`src/rtl/bsg_manycore_vcache_wh_to_mem_pkg.sv`:
```
// Shared types for the vcache DMA wormhole-to-memory endpoint: FSM state encoding.
package bsg_manycore_vcache_wh_to_mem_pkg;

    typedef enum logic [2:0] {
        e_wh_mem_idle,
        e_wh_mem_addr,
        e_wh_mem_wr,
        e_wh_mem_rhdr,
        e_wh_mem_rdata
    } wh_mem_state_e;

endpackage

```
`src/rtl/bsg_manycore_vcache_wh_to_mem_beat_ctr.sv`:
```
// Beat counter plus beat address generator (base + count * beat bytes, wrapping).
// Latency: count updates one cycle after up_i; address is combinational from count and base.
// Backpressure: none; the caller only pulses up_i on an accepted beat.
module bsg_manycore_vcache_wh_mem_beat_ctr #(
    parameter int cnt_width_p  = 3,
    parameter int addr_width_p = 32,
    parameter int beat_bytes_p = 4
) (
    input  logic                    clk_i,
    input  logic                    reset_i,
    input  logic                    clear_i,
    input  logic                    up_i,
    input  logic [addr_width_p-1:0] base_i,
    output logic [cnt_width_p-1:0]  cnt_o,
    output logic [addr_width_p-1:0] addr_o
);

    logic [cnt_width_p-1:0] cnt_q, cnt_d;

    always_comb begin
        cnt_d = cnt_q;
        if (clear_i)
            cnt_d = '0;
        else if (up_i)
            cnt_d = cnt_q + 1'b1;
    end

    always_ff @(posedge clk_i) begin
        if (reset_i)
            cnt_q <= '0;
        else
            cnt_q <= cnt_d;
    end

    assign cnt_o  = cnt_q;
    assign addr_o = base_i + addr_width_p'(cnt_q) * addr_width_p'(beat_bytes_p);

endmodule

```
`src/rtl/bsg_manycore_vcache_wh_to_mem.sv`:
```
// Edge-of-array vcache DMA wormhole endpoint: one packet at a time into word requests on a valid/ready memory port.
// Latency: one beat per cycle when unstalled; read data is forwarded to the link combinationally (no buffering).
// Backpressure: write beats follow mem_ready_and_i; read data is held at memory until the link is ready. Stats under BSG_MANYCORE_VCACHE_WH_MEM_STATS_EN.
module bsg_manycore_vcache_wh_to_mem
    import bsg_manycore_vcache_wh_to_mem_pkg::*;
#(
    parameter int wh_flit_width_p         = 32,
    parameter int wh_cord_width_p         = 4,
    parameter int wh_len_width_p          = 4,
    parameter int wh_cid_width_p          = 2,
    parameter int vcache_addr_width_p     = 32,
    parameter int vcache_dma_data_width_p = 32,
    parameter int dma_burst_len_p         = 4,
    parameter int mem_addr_width_p        = 32
) (
    input  logic                               clk_i,
    input  logic                               reset_i,
    input  logic [wh_flit_width_p+1:0]         wh_link_sif_i,
    output logic [wh_flit_width_p+1:0]         wh_link_sif_o,
    output logic                               mem_v_o,
    output logic                               mem_w_o,
    output logic [mem_addr_width_p-1:0]        mem_addr_o,
    output logic [vcache_dma_data_width_p-1:0] mem_data_o,
    input  logic                               mem_ready_and_i,
    input  logic                               mem_data_v_i,
    input  logic [vcache_dma_data_width_p-1:0] mem_data_i,
    output logic                               mem_data_yumi_o,
    output logic [31:0]                        stat_rd_o,
    output logic [31:0]                        stat_wr_o
);

    localparam int beat_bytes_lp = vcache_dma_data_width_p / 8;
    localparam int blk_off_lp    = $clog2(dma_burst_len_p * beat_bytes_lp);
    localparam int cnt_width_lp  = $clog2(dma_burst_len_p + 1);
    localparam int hdr_width_lp  = 2 * wh_cord_width_p + wh_len_width_p + 2 * wh_cid_width_p + 1;

    localparam logic [cnt_width_lp-1:0] burst_lp = cnt_width_lp'(dma_burst_len_p);
    localparam logic [cnt_width_lp-1:0] last_lp  = cnt_width_lp'(dma_burst_len_p - 1);
    localparam logic [vcache_addr_width_p-1:0] align_mask_lp =
        {vcache_addr_width_p{1'b1}} << blk_off_lp;

    typedef struct packed {
        logic                       write_not_read;
        logic [wh_cid_width_p-1:0]  src_cid;
        logic [wh_cord_width_p-1:0] src_cord;
        logic [wh_cid_width_p-1:0]  cid;
        logic [wh_len_width_p-1:0]  len;
        logic [wh_cord_width_p-1:0] cord;
    } bsg_cache_wh_header_flit_s;

    // Link bundle layout: {v, ready_and_rev, data}.
    logic                       in_v, out_rdy;
    logic [wh_flit_width_p-1:0] in_data;
    logic                       link_v, link_rdy;
    logic [wh_flit_width_p-1:0] link_data;

    assign in_v    = wh_link_sif_i[wh_flit_width_p+1];
    assign out_rdy = wh_link_sif_i[wh_flit_width_p];
    assign in_data = wh_link_sif_i[wh_flit_width_p-1:0];
    assign wh_link_sif_o = {link_v & ~reset_i, link_rdy & ~reset_i, link_data};

    bsg_cache_wh_header_flit_s hdr_in, resp_hdr;
    assign hdr_in = in_data[hdr_width_lp-1:0];

    logic unused_hdr_fields;
    assign unused_hdr_fields = ^{hdr_in.cord, hdr_in.len, hdr_in.cid};

    wh_mem_state_e state_q, state_d;
    logic [wh_cord_width_p-1:0]  src_cord_q;
    logic [wh_cid_width_p-1:0]   src_cid_q;
    logic                        wnr_q;
    logic [mem_addr_width_p-1:0] base_q;

    logic mem_v, yumi, latch_hdr, latch_base, ctr_clear, req_up, resp_up, rd_done, wr_done;
    logic [cnt_width_lp-1:0]     req_cnt, resp_cnt;
    logic [mem_addr_width_p-1:0] req_addr, unused_resp_addr;

    bsg_manycore_vcache_wh_mem_beat_ctr #(
        .cnt_width_p (cnt_width_lp),
        .addr_width_p(mem_addr_width_p),
        .beat_bytes_p(beat_bytes_lp)
    ) req_ctr (
        .clk_i  (clk_i),
        .reset_i(reset_i),
        .clear_i(ctr_clear),
        .up_i   (req_up),
        .base_i (base_q),
        .cnt_o  (req_cnt),
        .addr_o (req_addr)
    );

    bsg_manycore_vcache_wh_mem_beat_ctr #(
        .cnt_width_p (cnt_width_lp),
        .addr_width_p(mem_addr_width_p),
        .beat_bytes_p(beat_bytes_lp)
    ) resp_ctr (
        .clk_i  (clk_i),
        .reset_i(reset_i),
        .clear_i(ctr_clear),
        .up_i   (resp_up),
        .base_i (base_q),
        .cnt_o  (resp_cnt),
        .addr_o (unused_resp_addr)
    );

    always_comb begin
        resp_hdr          = '0;
        resp_hdr.cord     = src_cord_q;
        resp_hdr.cid      = src_cid_q;
        resp_hdr.len      = wh_len_width_p'(dma_burst_len_p);
    end

    always_comb begin
        state_d    = state_q;
        link_rdy   = 1'b0;
        link_v     = 1'b0;
        link_data  = '0;
        mem_v      = 1'b0;
        mem_w_o    = 1'b0;
        yumi       = 1'b0;
        latch_hdr  = 1'b0;
        latch_base = 1'b0;
        ctr_clear  = 1'b0;
        req_up     = 1'b0;
        resp_up    = 1'b0;
        rd_done    = 1'b0;
        wr_done    = 1'b0;
        case (state_q)
            e_wh_mem_idle: begin
                link_rdy = 1'b1;
                if (in_v) begin
                    latch_hdr = 1'b1;
                    state_d   = e_wh_mem_addr;
                end
            end
            e_wh_mem_addr: begin
                link_rdy = 1'b1;
                if (in_v) begin
                    latch_base = 1'b1;
                    ctr_clear  = 1'b1;
                    state_d    = wnr_q ? e_wh_mem_wr : e_wh_mem_rhdr;
                end
            end
            e_wh_mem_wr: begin
                mem_v    = in_v;
                mem_w_o  = 1'b1;
                link_rdy = mem_ready_and_i;
                if (in_v && mem_ready_and_i) begin
                    req_up = 1'b1;
                    if (req_cnt == last_lp) begin
                        wr_done = 1'b1;
                        state_d = e_wh_mem_idle;
                    end
                end
            end
            e_wh_mem_rhdr: begin
                link_v    = 1'b1;
                link_data = wh_flit_width_p'(resp_hdr);
                if (out_rdy)
                    state_d = e_wh_mem_rdata;
            end
            e_wh_mem_rdata: begin
                // Requests and returning data proceed independently; both may fire in one cycle.
                mem_v     = (req_cnt < burst_lp);
                req_up    = mem_v && mem_ready_and_i;
                link_v    = mem_data_v_i;
                link_data = wh_flit_width_p'(mem_data_i);
                yumi      = mem_data_v_i && out_rdy;
                resp_up   = yumi;
                if (yumi && (resp_cnt == last_lp)) begin
                    rd_done = 1'b1;
                    state_d = e_wh_mem_idle;
                end
            end
            default: state_d = e_wh_mem_idle;
        endcase
    end

    always_ff @(posedge clk_i) begin
        if (reset_i) begin
            state_q    <= e_wh_mem_idle;
            src_cord_q <= '0;
            src_cid_q  <= '0;
            wnr_q      <= 1'b0;
            base_q     <= '0;
        end else begin
            state_q <= state_d;
            if (latch_hdr) begin
                src_cord_q <= hdr_in.src_cord;
                src_cid_q  <= hdr_in.src_cid;
                wnr_q      <= hdr_in.write_not_read;
            end
            if (latch_base)
                base_q <= mem_addr_width_p'(in_data[vcache_addr_width_p-1:0] & align_mask_lp);
        end
    end

    assign mem_v_o         = mem_v & ~reset_i;
    assign mem_data_yumi_o = yumi & ~reset_i;
    assign mem_addr_o      = req_addr;
    assign mem_data_o      = vcache_dma_data_width_p'(in_data);

`ifdef BSG_MANYCORE_VCACHE_WH_MEM_STATS_EN
    logic [31:0] stat_rd_q, stat_wr_q;

    always_ff @(posedge clk_i) begin
        if (reset_i) begin
            stat_rd_q <= '0;
            stat_wr_q <= '0;
        end else begin
            if (rd_done) stat_rd_q <= stat_rd_q + 32'd1;
            if (wr_done) stat_wr_q <= stat_wr_q + 32'd1;
        end
    end

    assign stat_rd_o = stat_rd_q;
    assign stat_wr_o = stat_wr_q;
`else
    logic unused_stat_events;
    assign unused_stat_events = rd_done ^ wr_done;
    assign stat_rd_o = 32'b0;
    assign stat_wr_o = 32'b0;
`endif

endmodule
```
`config.mk`:
```
export PLATFORM = sky130hd
export DESIGN_NAME = bsg_manycore_vcache_wh_to_mem
export DESIGN_NICKNAME = d
export VERILOG_FILES = /design/src/rtl/bsg_manycore_vcache_wh_to_mem_pkg.sv /design/src/rtl/bsg_manycore_vcache_wh_to_mem_beat_ctr.sv /design/src/rtl/bsg_manycore_vcache_wh_to_mem.sv
export SDC_FILE = /design/constraint.sdc
export NUM_CORES = 1
export LEC_CHECK = 0
export ABC_AREA = 1
export CAP_MARGIN = 20
export CORE_AREA = 2 2 103 105
export CTS_CLUSTER_SIZE = 25
export DETAILED_ROUTE_END_ITERATION = 16
export DIE_AREA = 0 0 105 107
export HOLD_SLACK_MARGIN = 0.02
export PLACE_DENSITY = 0.8
export RECOVER_POWER = 100
export SETUP_SLACK_MARGIN = 0.02
export SKIP_CTS_REPAIR_TIMING = 1
export SLEW_MARGIN = 20
export SYNTH_ARGS = -nofsm -noshare
export SYNTH_HDL_FRONTEND = slang
export SYNTH_SLANG_ARGS = --single-unit
```
`constraint.sdc`:
```
create_clock -name clk_i -period 2.1 [get_ports clk_i]
set_clock_uncertainty 0.05 [all_clocks]
set_input_delay 0.42 -clock clk_i [delete_from_list [all_inputs] [get_ports clk_i]]
set_output_delay 0.42 -clock clk_i [all_outputs]
set_load 0.1 [all_outputs]
```
==> impl_metrics.tcl, run 1 <==
set metrics [dict create \
    layout-area-overhead-vs-synth_pct 88.63 \
    leakage_uw 0.002949 \
    cp_cell_sequence "ha_4 > ha_4 > nand3_4 > nor2_4 > buf_6 > xor2_4 > buf_12" \
    ios 235 \
    wire_per_inst_um 16.29 \
    clkSlewWorstSetupHoldPaths_ns 0.10 \
    synth_most_common_cell "nor2_1" \
    cts_buffer_depth 2 \
    main_combinational_cell_family_by_area_after_synthesis "simple AND/OR/NAND/NOR gates" \
    port_buffers 160 \
    cp_top_family "flip-flops" \
    final.fill_count 728 \
    hold_violations 0 \
    clock_tree.root_cell "clkbuf_8" \
    worst-setup-path-type "flip-flop to primary output" \
    finalCoreUtilization 0.6787 \
    ys_seq_area_frac 0.2426 \
    post_synth_and_or_nand_nor_area_fraction 0.2950 \
    report.final.slew_viol_count 0 \
    cts.sinks 44 \
    stdcell_area_mm2 0.006849 \
    fp.dieArea_mm2 0.01124 \
    worst_hold_path_type "flip-flop to flip-flop" \
    place_hpwl_mm 10.06 \
    synth_xor_area_frac 0.05548 \
    synthArstFlopShare 0 \
    synth_warnings 0 \
    startpoint_type "flip-flop" \
    ys_types 33 \
    timing_worst_slew_pin_value_ns 0.6457 \
    std_cell_rows 37 \
    share_seq_of_total_power 0.162 \
    number_of_antenna_violations_at_the_first_check_in_global_routing 0 \
    vias 3964 \
    maxCapViolCount 0 \
    irDropWorstVdd_mv 0.9546 \
    min_period_ns 2.357 \
    syn_avg_cell_area_um2 6.650 \
    clock_insertion_delay_worst_skew_ns 0.31 \
    syn_inst 546 \
    clock_power_share 0.093 \
    critical-path-max-stage-delay_ns 0.36 \
    post-route-drc-count 0 \
    arrival_time_reported_for_the_critical_path_endpoint_ns 1.89 \
    violations_in_the_final_reports "setup timing" \
    core_area_mm2 0.01009 \
    finalCritPeriodShare 1.123 \
    rsz_0062_raised_after_global_routing "yes" \
    ys_seq_elements 44 \
    critical_path_buf_inv_count 2 \
    critPathRequiredTime_ns 1.63 \
    final_critical_path_setup_slack_ns -0.2573 \
    num_antenna_cells 0 \
    cts-buffers-inserted 5 \
    crit_path_top_cell_by_count "ha_4" \
    cellInternalPower_uw 3549 \
    globalRouteTotalUtil 0.2102 \
    crit_slowest_cell "dfxtp_2" \
    cts.htree.levels 2 \
    finish.net_count 782 \
    synth.cells.most_frequent "131 x nor2_1, 103 x buf_4, 77 x nand2_1" \
    number_of_iterations_in_the_first_detailed_routing_pass 5 \
    synth.area.mux_share 0 \
    avg_vias_per_cell 4.702 \
    p_sw_uw 5098 \
    p_comb_frac 0.744 \
    end_kind "primary output" \
    synth_fa_ha_area_frac 0.02068 \
    die_w_um 105 \
    grt.overflow.total 0 \
    postRouteAntennaNets 0 \
    synth_top_area_share 0.2426 \
    effective_utilization_at_floorplan 0.3598 \
    max_clock_freq_ghz 0.4242 \
    netlist_top_cells_area "dfxtp_1 24%, buf_4 21%, nor2_1 14%" \
    fin_worst_hold_slack_ns 0.4134 \
    grt_pass1_vias 3770 \
    cp_max_fo 4 \
    netSwitchingFraction 0.5896 \
    ratio_of_cells_with_drive_above_1_in_the_final_layout 0.4342 \
    first_pass_grt_wire_length_mm 18.96 \
    detail_route.wirelength_mm 13.73 \
    die_y_um 107 \
    gp_routability_congestion 0.9546 \
    setup_violators_final 30 \
    post-synth-top-area-cell "dfxtp_1" \
    worst_slew_margin_rel 0.5689 \
    post_synth_edffs 0 \
    ys.flop_type "dfxtp_1" \
    outcome "finished with violations" \
    largest_net_degree_at_the_start_of_global_routing 36 \
    cts_tree "yes" \
    synth_compound_gate_area_share 0.09442 \
    synthesis.area_mm2 0.003631 \
    dpl-instance-area_mm2 0.006716 \
    powerDensity_mw_per_mm2 1262 \
    dr.first_iter.drc_count 191 \
]
## per-stage QoR
| step | TNS, ns | worst slack (ns) | power [µW] | instances |
|---|---|---|---|---|
| 6_report | -3.297 | -0.2573 | 8646 | 843 |
| 5_1_grt | -6.963 | -0.3075 | 8947 | 843 |
| 4_1_cts | -6.299 | -0.3489 | 8649 | 824 |
| 3_5_place_dp | 0 | 0.004932 | 7855 | 816 |
| 3_3_place_gp | 0 | 0.03646 | 7723 | 816 |
| 2_1_floorplan | -1.950 | -0.4462 | 6017 | 611 |
## area by class of cell
class | instances | area, µm² | area share
flip-flops and latches | 44 | 944.7 | 0.1379
clock inverters | 2 | 60.06 | 0.008769
clock buffers | 6 | 72.57 | 0.01060
multi-input cells | 400 | 2859 | 0.4174
well taps | 136 | 170.2 | 0.02484
repair buffers | 202 | 2534 | 0.3699
inverters | 53 | 209.0 | 0.03051
## worst paths after layout
check / slack [ns] / cells after the start / startpoint / to
setup / recovery: -0.26 / 7 / base_q[4]$_SDFFE_PP0P_ / mem_addr_o[10]
hold / removal: 0.41 / 2 / resp_ctr.cnt_o[1]$_SDFFE_PP0P_ / resp_ctr.cnt_o[1]$_SDFFE_PP0P_
setup reg to reg: 0.32 / 6 / state_q[2]$_SDFFE_PP0P_ / base_q[25]$_SDFFE_PP0P_
hold reg to reg: 0.41 / 2 / resp_ctr.cnt_o[1]$_SDFFE_PP0P_ / resp_ctr.cnt_o[1]$_SDFFE_PP0P_
## state kept, by name (all words and copies together), names as in the netlist
register	flops
state_q	3
src_cid_q	2
resp_ctr.cnt_o	3
req_ctr.cnt_o	3
wnr_q	1
src_cord_q	4
base_q	28
## kinds of logic (layout without fill, tap and decap cells)
group,count (synthesis),in the layout
buffers and inverters,167,263
XOR/XNOR,23,23
adder cells (fa/ha/maj),6,6
AO/OA/AOI/OAI,61,61
other,1,66
flip-flops,44,44
AND/OR/NAND/NOR,244,244
## worst min-delay path, cell delays in order, from the launching register on
cell and delay (ns):
dfxtp_1 0.33, inv_1 0.05, a21oi_1 0.05
## layout by cell type (no fill, tap or decap), types with 7 or more instances in the layout
master,count
nor2_1,80
buf_12,71
conb_1,66
clkdlybuf4s50_1,54
nand2_1,53
inv_1,44
nor2_4,39
buf_4,35
clkbuf_2,22
nand2_2,20
o21ai_1,20
dfxtp_1,19
nor2_2,18
o21ai_0,17
xor2_4,13
dfxtp_4,13
a21oi_1,12
dfxtp_2,12
dlygate4sd3_1,11
nand2_4,10
xnor2_4,8
nand3_1,7
## power by group through the flow
stage          sequential (µW)  combinational (µW)  clock [µW]
2_1_floorplan             1350                4660           0
3_3_place_gp              1370                6350           0
3_5_place_dp              1390                6460           0
4_1_cts                   1380                6480         793
5_1_grt                   1430                6670         849
6_report                  1400                6430         808
## per-layer routing
metal  GRT usage  wire [µm]  vias to the layer above
met2      0.3910       7501                      213
li1            -          -                     1836
met4     0.04857        316                        0
met1      0.2482       5080                     1882
met3     0.04134        837                       33
met5           0          0                        -
Note: power is estimated with default switching activity, not from simulation.
==> run 2: changes to the inputs <==
- CORE_AREA: 2 2 103 105 -> 2 2 101 103
- CTS_BUF_LIST: default -> sky130_fd_sc_hd__clkbuf_2 sky130_fd_sc_hd__clkbuf_4 sky130_fd_sc_hd__clkbuf_8
- DIE_AREA: 0 0 105 107 -> 0 0 103 105
- PLACE_DENSITY: 0.8 -> 0.83
==> run 2 against run 1 <==
The run still ends with setup timing left. Core utilization grew 2.4 points. Fmax grew 0.59%. Via count grew 2.3%. Combinational power shrank 2%. Global-route usage grew 0.83 points. Critical path depth is the same. Sequential share of layout area grew 0.068 points. Wire length grew 2.6%. Flip-flop and latch count is the same. First-iteration DRC count grew 68%. Clock-buffer cell count is the same. Critical path type unchanged. Largest power group unchanged.
==> impl_metrics.tcl, run 2 (synthesis gave the netlist of run 1 again) <==
set metrics [dict create \
    clkSlewWorstSetupHoldPaths_ns 0.10 \
    most_common_library_cell_in_the_layout_ignoring_fill_and_taps "nor2_1" \
    globalRouteTotalUtil 0.2185 \
    final_critical_path_setup_slack_ns -0.2436 \
    critPathRequiredTime_ns 1.63 \
    grt.overflow.total 0 \
    port_buffers 160 \
    max_clock_freq_ghz 0.4267 \
    detailedPlace.worstSlack_ns 0.05399 \
    finalCritPeriodShare 1.116 \
    worst_hold_path_type "flip-flop to flip-flop" \
    largest_net_degree_at_the_start_of_global_routing 36 \
    powerDensity_mw_per_mm2 1251 \
    core_area_mm2 0.009639 \
    fp.dieArea_mm2 0.01082 \
    mostFrequentLayoutCells "80 x nor2_1, 66 x conb_1, 63 x buf_12" \
    end_kind "primary output" \
    dr.first_iter.drc_count 321 \
    worst-setup-path-type "flip-flop to primary output" \
    violations_in_the_final_reports "setup timing" \
    place_hpwl_mm 9.902 \
    dpl-instance-area_mm2 0.006720 \
    arrival_time_reported_for_the_critical_path_endpoint_ns 1.87 \
    cts.sinks 44 \
    num_antenna_cells 0 \
    die_w_um 103 \
    die_y_um 105 \
    cts-buffers-inserted 5 \
    clock_insertion_delay_worst_skew_ns 0.32 \
    first_pass_grt_wire_length_mm 18.55 \
    gp_routability_congestion 0.8679 \
    largest_reg_flops 28 \
    finish.net_count 782 \
    cts_tree "yes" \
    detail_route.wirelength_mm 14.10 \
    report.final.slew_viol_count 0 \
    timing_worst_slew_pin_value_ns 0.5551 \
    min_period_ns 2.344 \
    wire_per_inst_um 16.78 \
    clock_tree.root_cell "clkbuf_8" \
    hold_violations 0 \
    grt_pass1_vias 3769 \
    irDropWorstVdd_mv 0.7158 \
    number_of_antenna_violations_at_the_first_check_in_global_routing 0 \
    totalPowerFinal_uw 8471 \
    cp_max_fo 5 \
    registers.top_by_ff_count "base_q" \
    effective_utilization_at_floorplan 0.3767 \
    ratio_of_cells_with_drive_above_1_in_the_final_layout 0.4427 \
    avg_vias_per_cell 4.826 \
    maxCapViolCount 0 \
    std_cell_rows 36 \
    ios 235 \
    worst_slew_margin_rel 0.6315 \
    outcome "finished with violations" \
    setup_violators_final 30 \
    post-route-drc-count 0 \
    leakage_uw 0.002950 \
    rsz_0062_raised_after_global_routing "yes" \
    largestRegisters "base_q: 28 flops, src_cord_q: 4 flops" \
    cts_buffer_depth 2 \
    layout-area-overhead-vs-synth_pct 86.46 \
    startpoint_type "flip-flop" \
    finalCoreUtilization 0.7024 \
    totalNegativeSetupSlack_ns -3.699 \
    cts.htree.levels 2 \
    vias 4054 \
    postRouteAntennaNets 0 \
    stdcell_area_mm2 0.006770 \
    number_of_iterations_in_the_first_detailed_routing_pass 5 \
]
-- run 2: changes by cell type in the layout (fill, tap and decap cells not counted), moves of 3 or more --
cell,delta
buf_12,-8
buf_6,+8
nand2_1,-5
nand2_2,+4
nor2_2,+3
nor2_4,-3
-- run 2: report_power, final --
| part | switching [µW] | internal [µW] | leakage (µW) |
|---|---|---|---|
| Combinational | 4460 | 1860 | 0.00252 |
| Sequential | 341 | 1120 | 0.000373 |
| Clock | 324 | 367 | 0.0000586 |
| Total | 5120 | 3350 | 0.00295 |
-- run 2: routing by layer --
| metal | up-vias | track usage | share of wire |
|---|---|---|---|
| li1 | 1837 | - | - |
| met1 | 1921 | 0.2444 | 0.34 |
| met2 | 242 | 0.4151 | 0.55 |
| met3 | 54 | 0.03813 | 0.073 |
| met4 | 0 | 0.05451 | 0.034 |
| met5 | - | 0 | 0 |
-- run 2: layout make-up --
cell class / instances / area [µm²]
repair buffers: 202 / 2469
well taps: 133 / 166.4
inverters: 53 / 211.5
flip-flops and latches: 44 / 938.4
clock inverters: 2 / 35.03
multi-input cells: 400 / 2874
clock buffers: 6 / 76.32
fillers: 659 / 2869
-- run 2: worst paths after layout --
check	start	to	slack, ns	depth (start not counted)
min	resp_ctr.cnt_o[1]$_SDFFE_PP0P_	resp_ctr.cnt_o[1]$_SDFFE_PP0P_	0.41	2
max	base_q[22]$_SDFFE_PP0P_	mem_addr_o[23]	-0.24	7
max reg2reg	state_q[0]$_SDFFE_PP0P_	base_q[4]$_SDFFE_PP0P_	0.34	6
min reg2reg	resp_ctr.cnt_o[1]$_SDFFE_PP0P_	resp_ctr.cnt_o[1]$_SDFFE_PP0P_	0.41	2
-- run 2: critical path: stages, from the launching register on --
cell and delay, ns:
dfxtp_4 0.40, nand2_1 0.12, nor2_2 0.21, nand2_1 0.15
nor2_2 0.18, nand2_2 0.11, xnor2_4 0.18, buf_12 0.19
-- run 2: metrics by stage --
stage,hold WS [ns],std cells
6_report,0.4125,840
3_3_place_gp,0.3840,814
3_5_place_dp,0.4025,814
4_1_cts,0.4149,822
5_1_grt,0.4320,840
2_1_floorplan,0.3775,611
==> run 3: changes to the inputs <==
- CORE_AREA: 2 2 101 103 -> 2 2 98 100
- CTS_CLUSTER_SIZE: 25 -> default
- DIE_AREA: 0 0 103 105 -> 0 0 100 102
- PLACE_DENSITY: 0.83 -> 0.87
- TNS_END_PERCENT: default -> 5
- clock period: 2.1 -> 2.9 ns (I/O delays scaled with it)
==> run 3 against run 2 <==
Clock power down 28%. Clock-buffer cell count unchanged. Critical path type unchanged. Worst hold slack about the same. Total power down 38%. The run now ends clean. Largest power group unchanged. Via count down 13%.
==> impl_metrics.tcl, run 3 (synthesis gave the netlist of run 1 again) <==
set metrics [dict create \
    grt.overflow.total 0 \
    setup_violators_final 0 \
    max_clock_freq_ghz 0.3584 \
    wire_per_inst_um 13.33 \
    arrival_time_reported_for_the_critical_path_endpoint_ns 2.16 \
    first_pass_grt_wire_length_mm 15.56 \
    vias 3516 \
    finalCoreUtilization 0.5555 \
    die_w_um 100 \
    cellInternalPower_uw 1938 \
    clkSlewWorstSetupHoldPaths_ns 0.08 \
    cts_tree "yes" \
    powerDensity_mw_per_mm2 1033 \
    critPathRequiredTime_ns 2.27 \
    totalPowerFinal_uw 5229 \
    cts-buffers-inserted 5 \
    end_kind "primary output" \
    hold_violations 0 \
    rsz_0062_raised_after_global_routing "yes" \
    globalRouteTotalUtil 0.1908 \
    placed_cells 768 \
    cts_buffer_depth 2 \
    worst_slew_margin_rel 0.2080 \
    dr.first_iter.drc_count 181 \
    effective_utilization_at_floorplan 0.3986 \
    netSwitchingFraction 0.6293 \
    detail_route.wirelength_mm 10.35 \
    reg2reg_from "state_q[0]$_SDFFE_PP0P_" \
    p_sw_uw 3291 \
    critical-path-max-stage-delay_ns 0.35 \
    post-route-drc-count 0 \
    startpoint_type "flip-flop" \
    highest_signal_layer "met4" \
    cp_max_fo 5 \
    finish.net_count 740 \
    rr_worst_depth 5 \
    worst-setup-path-type "flip-flop to primary output" \
    ff2ff_setup_slack_ns 0.66 \
    gp_routability_congestion 0.9401 \
    largest_net_degree_at_the_start_of_global_routing 39 \
    cp_cell_sequence "ha_1 > nand3_1 > nor3_2 > nand3_1 > xnor2_1 > buf_12" \
    num_antenna_cells 0 \
    clock_power_share 0.095 \
    number_of_iterations_in_the_first_detailed_routing_pass 4 \
    die_y_um 102 \
    crit_path_top_cell_by_count "nand3_1" \
    most_common_library_cell_in_the_layout_ignoring_fill_and_taps "nor2_1" \
    stdcell_count 776 \
    whs_endpoint "resp_ctr.cnt_o[1]$_SDFFE_PP0P_" \
    cts.htree.levels 2 \
    avg_vias_per_cell 4.531 \
    clock_insertion_delay_worst_skew_ns 0.30 \
    report.final.slew_viol_count 0 \
    cts.sinks 44 \
    worst_hold_path_type "flip-flop to flip-flop" \
    irDropWorstVdd_mv 0.5328 \
    port_buffers 160 \
    grt_pass1_vias 3182 \
    number_of_antenna_violations_at_the_first_check_in_global_routing 0 \
    met2_routed_wl_mm 5.159 \
    routed_wl_met3_um 630 \
    dpl-instance-area_mm2 0.005450 \
    critical_path.reg2reg.endpoint "base_q[31]$_SDFFE_PP0P_" \
    fp.dieArea_mm2 0.01020 \
    finalCritPeriodShare 0.9622 \
    layout-area-overhead-vs-synth_pct 39.35 \
    timing_worst_slew_pin_value_ns 1.193 \
    largestRegisters "base_q: 28 flops, src_cord_q: 4 flops" \
    outcome "complete, no violations" \
    worst_hold_path.num_cells 2 \
    leakage_uw 0.002347 \
    maxCapViolCount 0 \
    crit_slowest_cell "nor3_2" \
    worst_hold_startpoint "resp_ctr.cnt_o[1]$_SDFFE_PP0P_" \
    min_period_ns 2.790 \
    share_seq_of_total_power 0.185 \
    met1Wirelength_mm 4.298 \
    std_cell_rows 35 \
    core_area_mm2 0.009109 \
    stdcell_area_mm2 0.005060 \
    p_comb_frac 0.720 \
    clock_tree.root_cell "clkbuf_8" \
    registers.top_by_ff_count "base_q" \
    largest_reg_flops 28 \
    postRouteAntennaNets 0 \
    ratio_of_cells_with_drive_above_1_in_the_final_layout 0.1669 \
    mostFrequentLayoutCells "129 x nor2_1, 77 x nand2_1, 66 x conb_1" \
    ios 235 \
    place_hpwl_mm 8.371 \
]
## run 3: metal layers
layer / global-route usage / vias up
met4: 0.05796 / 0
met3: 0.03762 / 20
li1: - / 1750
met1: 0.2328 / 1599
met2: 0.3410 / 147
met5: 0 / -
## run 3: power by group through the flow
stage / clock network [µW] / logic, µW / registers (µW)
2_1_floorplan: 0 / 3110 / 899
3_3_place_gp: 0 / 4060 / 975
3_5_place_dp: 0 / 4090 / 981
4_1_cts: 504 / 4100 / 970
5_1_grt: 529 / 3920 / 993
6_report: 495 / 3760 / 969
## run 3: layout make-up
class | count | area, µm²
clock buffer | 6 | 82.58
clock inverter | 2 | 38.79
fill | 841 | 4049
inverter | 53 | 201.4
multi-input combinational | 400 | 1927
sequential | 44 | 880.8
tap | 111 | 138.9
timing repair buffer | 160 | 1790
## run 3: worst max path at each step
stage | cells after the start | slack [ns] | startpoint | to
floorplan | 6 | -0.37 | base_q[4]$_SDFFE_PP0P_ | mem_addr_o[12]
global placement | 8 | 0.50 | base_q[4]$_SDFFE_PP0P_ | mem_addr_o[20]
detailed placement | 8 | 0.38 | req_ctr.cnt_o[2]$_SDFFE_PP0P_ | mem_addr_o[20]
CTS | 8 | 0.05 | base_q[4]$_SDFFE_PP0P_ | mem_addr_o[20]
global route | 8 | -0.03 | base_q[4]$_SDFFE_PP0P_ | mem_addr_o[20]
finish | 6 | 0.11 | base_q[4]$_SDFFE_PP0P_ | mem_addr_o[19]
## run 3: worst max-delay path: cells and delay by family, from the launching register on
kind	cells	cell delay [ns]
buffers and inverters	1	0.22
flip-flops	1	0.34
XOR/XNOR	1	0.31
adder cells (fa/ha/maj)	1	0.21
AND/OR/NAND/NOR	3	0.79
## run 3: metrics by stage
step / hold WS [ns] / setup TNS [ns] / worst slack [ns]
finish: 0.4123 / 0 / 0.1096
global route: 0.4422 / -0.03241 / -0.02603
CTS: 0.4138 / 0 / 0.04727
detailed placement: 0.4006 / 0 / 0.3797
global placement: 0.3880 / 0 / 0.4966
floorplan: 0.3775 / -4.303 / -0.3699
